### src/rtl/comb_bool_eval.sv
// Y = A&B | ~B&C computed three ways (gates, NAND-only, expression), cross-checked,
// with a self-test operand sweep, registered Y and sticky disagreement flag.
module comb_bool_eval (
  input  logic       clk,
  input  logic       rst_n,
  input  logic       a,
  input  logic       b,
  input  logic       c,
  input  logic       self_test,
  output logic [2:0] count,
  output wire        y_struct,
  output wire        y_nand,
  output logic       y_cont,
  output logic       mismatch,
  output logic       y_reg,
  output logic       err_sticky,
  output logic       sweep_done
);

  logic [2:0] count_q, count_d;
  logic       y_reg_q, y_reg_d;
  logic       err_q, err_d;
  logic       sweep_q, sweep_d;
  logic       op_a, op_b, op_c;

  // Operand source switches combinationally; the counter itself is untouched.
  assign {op_a, op_b, op_c} = self_test ? count_q : {a, b, c};

  wire s_nb, s_t1, s_t2;
  not g_s_nb (s_nb, op_b);
  and g_s_t1 (s_t1, op_a, op_b);
  and g_s_t2 (s_t2, s_nb, op_c);
  or  g_s_y  (y_struct, s_t1, s_t2);

  wire nand_n1, nand_nb, nand_n2;
  nand g_n1 (nand_n1, op_a, op_b);
  nand g_nb (nand_nb, op_b, op_b);
  nand g_n2 (nand_n2, nand_nb, op_c);
  nand g_ny (y_nand, nand_n1, nand_n2);

  assign y_cont   = (op_a & op_b) | (~op_b & op_c);
  assign mismatch = (y_struct ^ y_nand) | (y_nand ^ y_cont);

  always_comb begin
    count_d = count_q;
    sweep_d = 1'b0;
    if (self_test) begin
      count_d = count_q + 3'd1;
      sweep_d = (count_q == 3'd7);
    end
    y_reg_d = y_cont;
    err_d   = err_q | mismatch;
  end

  always_ff @(posedge clk or negedge rst_n) begin
    if (!rst_n) begin
      count_q <= 3'd0;
      y_reg_q <= 1'b0;
      err_q   <= 1'b0;
      sweep_q <= 1'b0;
    end else begin
      count_q <= count_d;
      y_reg_q <= y_reg_d;
      err_q   <= err_d;
      sweep_q <= sweep_d;
    end
  end

  assign count      = count_q;
  assign y_reg      = y_reg_q;
  assign err_sticky = err_q;
  assign sweep_done = sweep_q;

endmodule

### config.mk
export PLATFORM = sky130hd
export DESIGN_NAME = comb_bool_eval
export DESIGN_NICKNAME = d
export VERILOG_FILES = /design/src/rtl/comb_bool_eval.sv
export SDC_FILE = /design/constraint.sdc
export NUM_CORES = 1
export LEC_CHECK = 0
export ABC_AREA = 1
export CAP_MARGIN = 20
export CORE_AREA = 5 5 42 44
export CTS_CLUSTER_SIZE = 20
export DETAILED_ROUTE_END_ITERATION = 8
export DIE_AREA = 0 0 47 49
export RECOVER_POWER = 100
export SYNTH_ARGS = -nofsm -noshare
export SYNTH_HDL_FRONTEND = slang
export SYNTH_SLANG_ARGS = --single-unit
### constraint.sdc
create_clock -name clk -period 2.25 [get_ports clk]
set_input_delay 0.225 -clock clk [delete_from_list [all_inputs] [get_ports clk]]
set_output_delay 0.225 -clock clk [all_outputs]
set_load 0.02 [all_outputs]
# Word-level counts from Yosys, hierarchy flattened
# Index checks and enable logic that the tools add are counted.
# classes
mux,2
addsub,1
eq_ne,1
bitwise,10
# op_table
op,n
inverter 1 bit,4
adder 3 x 1 -> 3 bit (second input constant),1
AND 1 bit,3
equality test 3 bit (second input constant),1
two-way mux 3 bit,1
OR 1 bit,2
two-way mux 1 bit,1
XOR 1 bit,1
# word_totals
out_inout_bits,10
reg_bits,6
elab_cells,18
in_bits,6

# Longest topological paths before layout
# Gate-level depths: netlist (run 1).
# logic_depth
depth_word,8
ltp_mapped,7
depth_no_buf,5

# Worst setup path before layout (run 1)
# Ideal clock, no wire load.
# synth_timing
path_kind,reg-to-output
start,register count_q[1] (netlist: count[1])
end,output port y_nand
arrival_ps,1075
path_stages_with_launch,7
n_path_buf,1
required_ps,2025
slack_ps,950
cell_sequence,dfrtp_1 > inv_1 > nand2_1 > nand2_1 > nand2_1 > nand2_1 > buf_4
# synth_between
elab_chain_cells,6
elab_cells_between_ends,8
classes_between,mux: 1; bitwise: 7
# synth_rtl
item,line_no,text
"start, declared",20,"logic [2:0] count_q, count_d;"
"start signal, assigned",62,count_q <= count_d;
two-way mux 3 bit (*),27,"assign {op_a, op_b, op_c} = self_test ? count_q : {a, b, c};"
inverter 1 bit,37,"nand g_nb (nand_nb, op_b, op_b);"
AND 1 bit,38,"nand g_n2 (nand_n2, nand_nb, op_c);"
inverter 1 bit,38,
AND 1 bit (*),39,"nand g_ny (y_nand, nand_n1, nand_n2);"
inverter 1 bit (*),39,
"end, declared",12,"output wire y_nand,"
# Every way passes the cells marked *; elsewhere a longest branch is shown, timed or not.

# Worst setup path after layout (run 1)
# layout_timing
start,input port self_test
end,output port y_nand
# layout_between
elab_chain_cells,6
elab_cells_between_ends,8
classes_between,mux: 1; bitwise: 7
# layout_rtl
item,line_no,text
"start, declared",9,"input logic self_test,"
two-way mux 3 bit (*),27,
inverter 1 bit,37,
AND 1 bit,38,
inverter 1 bit,38,
AND 1 bit (*),39,
inverter 1 bit (*),39,
# Marks and branches as above.

==> impl_metrics.ini, run 1 <==
[global_route]
first_global_vias = 225
grt_pass1_wl_um = 945
grt.total_usage_pct = 6.45
antenna_found_initial = 0
grt_max_degree = 9
overflow = 0

[power_and_ir_drop]
p_leak_nw = 0.238
ir_drop_mv = 0.680
power_density_nw_per_um2 = 1160

[clock_network]
cts_max_level = 1
postCtsHoldBufs = 0
clockBufferDepth = 2
post_cts_resize_count = 0
cts.sinks = 5
cts_tree = yes
root_buffer = clkbuf_4
clk_latency_ns = 0.24
cts_setup_buffers = 0
path_clk_slew_ns = 0.04
cts_buffers = 3

[flow_run]
drv_cap = 0

[floorplanning]
dieArea_sq_um = 2300
die_y_um = 49
rows = 14
die_w_um = 47
core_area_sq_um = 1400
start_util_pct = 21.9
io_pins = 16

[sta]
period_needed_ns = 2.09
rsz0062_at_grt = no
whs_ns = 0.270
fmax_ghz = 0.478
drv_slew = 0
finalCritPeriodShare_pct = 92.9
final.setup_skew_ns = 0.00341
final.setup.tns_ns = 0
final_hold_viol_count = 0
setup_viol = 0

[cells_and_area]
final_nets = 62
area_growth_pct = 46.5
antennaDiodeCount = 0
largest_reg_flops = 3
final-seq-area_sq_um = 125
drive_gt1_share_pct = 9.43
multi_input_comb_area_sq_um = 124
num-fill-cells = 160

[min_path]
hold_class = input pin to async pin

[placement]
hpwl_um = 471
place.port_buffers = 13
place_congestion = 0.665

[route]
post-route-drc-count = 0
drt-pass1-iter-count = 1
first_iter_violations = 0
route.vias.total = 261
wl_per_cell_um = 8.39
ant_nets = 0
wl_um = 579
vias_per_cell = 3.78

[synth]
yosys_warnings = 0
ys_seq_area_share_pct = 40.8
synth.distinct_cells = 12
netlist_area_sq_um = 307
synth_cells = 39
synth_area_per_cell_sq_um = 7.86
ys_seq_elements = 5

[critical_path]
crit_required_ns = 2.03
crit_type = input pin to primary output
r2r_cells = 4
critical_path_arrival_ns = 1.86
cp_max_fo = 8
crit_path_start_kind = input pin
end_kind = primary output

[status]
status = completed
## cell type report
| type | instances | area share, % |
|---|---|---|
| Timing Repair Buffer | 14 | 29.8 |
| Sequential cell | 5 | 27.9 |
| Multi-Input combinational cell | 26 | 27.6 |
| Clock buffer | 4 | 5.85 |
| Inverter | 4 | 4.46 |
| Tap cell | 16 | 4.46 |
## final timing paths
kind,from,end,slack [ns]
max in group asynchronous,rst_n,count[1],1.79
hold / removal,rst_n,sweep_done,0.27
min in group clk,count[0],count[0],0.53
hold reg to reg,count[0],count[0],0.53
setup / recovery,self_test,y_nand,0.16
setup reg to reg,count[0],count[2],1.12
## cells in the mapped netlist, drive strengths merged
master,instances,area share [%]
conb,1,1.2
nand2,20,25
inv,4,6.5
buf,5,13
xor2,1,2.9
dfrtp,5,41
o21ai,1,1.6
ha,2,8.2
## layer usage
metal	up-vias	routed length (um)	global-route usage, %
met3	0	102	7.01
met2	15	230	6.56
met5	-	0	0
li1	137	-	-
met4	0	0	4.15
met1	109	246	7.62
## logic make-up (layout without fill, tap and decap cells)
family | count (synthesis) | in the layout | synth area share [%]
simple gates | 20 | 20 | 25.3
buf+inv | 9 | 22 | 20.0
flops | 5 | 5 | 40.8
fa+ha+maj | 2 | 2 | 8.16
other cells | 1 | 2 | 1.22
compound gates | 1 | 1 | 1.63
xor+xnor | 1 | 1 | 2.86
## metrics by stage
stage | util, % | cell area [sq um] | power, W | std cells | setup slack, ns
3_5_place_dp | 30.4 | 427 | 0.000436 | 65 | 0.148
2_1_floorplan | - | 310 | 0.000322 | 40 | 0.950
6_report | 32.1 | 449 | 0.000520 | 69 | 0.160
3_3_place_gp | 30.4 | 427 | 0.000436 | 65 | 0.173
5_1_grt | 32.1 | 449 | 0.000573 | 69 | 0.0579
4_1_cts | 32.3 | 453 | 0.000548 | 69 | 0.144
## worst max-delay path, stage by stage
cell	delay, ns
clkdlybuf4s50_1	0.68
nand2_1	0.11
nand2_1	0.07
nand2_1	0.04
nand2_1	0.12
clkdlybuf4s50_1	0.62
## placed cells by master (no fill, tap or decap)
master and instances:
clkbuf_4 3, nand2_2 1, ha_1 2, dfrtp_1 5, conb_1 2, dlygate4sd3_1 6
clkdlybuf4s50_1 7, inv_1 2, o21ai_1 1, nand2_1 19, clkinv_1 1, clkbuf_1 2
inv_6 1, xor2_1 1
## report_power, final
part	leakage (nW)	internal (W)	switching, W
combinational	0.160	0.000119	0.000141
clock	0.0150	0.0000671	0.0000369
sequential	0.0628	0.000125	0.0000312
total	0.238	0.000311	0.000209
No activity file was read; power rests on OpenSTA's default activity.
==> run 2, diff against run 1 <==
--- a/config.mk
+++ b/config.mk
@@ -12,6 +12,7 @@
 export DETAILED_ROUTE_END_ITERATION = 8
 export DIE_AREA = 0 0 47 49
 export RECOVER_POWER = 100
+export SETUP_SLACK_MARGIN = 0.5
 export SYNTH_ARGS = -nofsm -noshare
 export SYNTH_HDL_FRONTEND = slang
 export SYNTH_SLANG_ARGS = --single-unit
==> impl_metrics.ini, run 2 (synthesis gave the netlist of run 1 again) <==
[status]
status = completed

[floorplanning]
start_util_pct = 21.9
rows = 14
io_pins = 16
die_w_um = 47
dieArea_sq_um = 2300
core_area_sq_um = 1400
die_y_um = 49

[global_route]
grt_pass1_wl_um = 945
antenna_found_initial = 0
overflow = 0
grt.total_usage_pct = 6.45
grt_max_degree = 9
first_global_vias = 225

[placement]
place.port_buffers = 13
dp.cells = 65
dpl_cell_area_sq_um = 427
place_congestion = 0.665
hpwl_um = 471

[power_and_ir_drop]
power_w = 0.000505
ir_drop_mv = 0.673
switching_share_pct = 41.2
p_leak_nw = 0.247
power_density_nw_per_um2 = 1140
pwr-share-comb_pct = 48.4
power_frac_clock_pct = 20.6
intPower_w = 0.000297
p_switching_w = 0.000208
power_frac_seq_pct = 31.0

[clock_network]
clockBufferDepth = 2
cts_max_level = 1
cts.sinks = 5
clk_latency_ns = 0.24
root_buffer = clkbuf_4
cts_tree = yes
cts_buffers = 3
path_clk_slew_ns = 0.04

[cells_and_area]
design_area_sq_um = 444
drive_gt1_share_pct = 9.43
largest_reg_flops = 3
antennaDiodeCount = 0
layout.cells.non_filler = 69
final_nets = 62
area_growth_pct = 44.9
final_cell_mix = nand2_1 (19), dlygate4sd3_1 (6), dfrtp_1 (5)
utilization_pct = 31.7
final_common_cell = nand2_1

[critical_path]
cp.buffers_inverters = 2
crit_required_ns = 2.03
slowest_stage = dfrtp_1
cp_max_fo = 4
crit_end = y_nand
worst_r2r_endpoint = count[2]
critical_path.top_delay_family = buffers and inverters
r2r_slack_ns = 1.13
worst-path-stages = 6
startpoint = count[1]
crit_path_frequent_cell = nand2_1
crit_type = register to primary output
reg2reg_from = count[0]
end_kind = primary output
crit_path_start_kind = register
critical_path_arrival_ns = 1.35
cpPeakStageDelay_ns = 0.40
r2r_cells = 4
path_cells = inv_1 -> nand2_1 -> nand2_1 -> nand2_1 -> nand2_1 -> dlygate4sd2_1

[sta]
final_hold_viol_count = 0
drv_slew = 0
final.setup.tns_ns = 0
period_needed_ns = 1.57
finalCritPeriodShare_pct = 69.8
setup_viol = 0
rsz0062_at_grt = no
fmax_ghz = 0.637
final.setup_skew_ns = 0.00325

[route]
vias_per_cell = 3.81
wl_um = 583
post-route-drc-count = 0
route.vias.total = 263
ant_nets = 0
wl_per_cell_um = 8.45
first_iter_violations = 0
drt-pass1-iter-count = 1

[flow_run]
drv_cap = 0

[min_path]
hold_class = input pin to async pin
==> run 2: cell count changes in the layout (fill, tap and decap cells not counted), sizes merged <==
cell / before / now
clkdlybuf4s50: 7 / 3
dlygate4sd2: 0 / 4
==> run 2: what timing repair did <==
action	4_1_cts	5_1_grt
hold buffers	0	0
endpoints found under the hold margin	0	0
setup endpoints to repair	3	0
setup buffers	0	0
gates resized for setup	4	0
==> run 2: worst min-delay path by stage <==
| stage | cells after the start | from | end |
|---|---|---|---|
| after CTS | 1 | rst_n | sweep_done |
| after floorplan | 0 | rst_n | count[0] |
| final | 1 | rst_n | sweep_done |
| after global placement | 1 | rst_n | y_reg |
| after global routing | 1 | rst_n | sweep_done |
| after detailed placement | 1 | rst_n | y_reg |
==> run 2: power by group through the flow <==
stage               combinational (W)  sequential, W  clock (W)
global route                 0.000270       0.000167   0.000120
finish                       0.000244       0.000156   0.000104
floorplan                    0.000125       0.000197          0
CTS                          0.000265       0.000158   0.000111
detailed placement           0.000278       0.000158          0
global placement             0.000276       0.000160          0
==> run 2: worst reg2reg max path, delay by kind of cell (launching register included) <==
family                   cells  cell delay, ns
adder cells (fa/ha/maj)      2            0.48
flip-flops                   1            0.41
AND/OR/NAND/NOR              2            0.12
==> run 2: stage by stage <==
stage	hold slack [ns]	setup slack, ns
floorplan	-0.0706	0.950
global placement	0.459	0.173
detailed placement	0.467	0.148
CTS	0.197	0.645
global route	0.283	0.543
finish	0.270	0.680
==> run 2: area by class of cell <==
cell class	instances	area, sq um
Fill cell	164	957
Timing Repair Buffer	14	129
Sequential cell	5	125
Multi-Input combinational cell	26	124
Clock buffer	4	26.3
Inverter	4	20.0
Tap cell	16	20.0
==> run 2: layer usage <==
layer  wire, um  share of wire [%]  track usage [%]
met1        244                 42             7.62
met2        229                 39             6.56
met3        109                 19             7.01
met4          0                  0             4.15
met5          0                  0                0
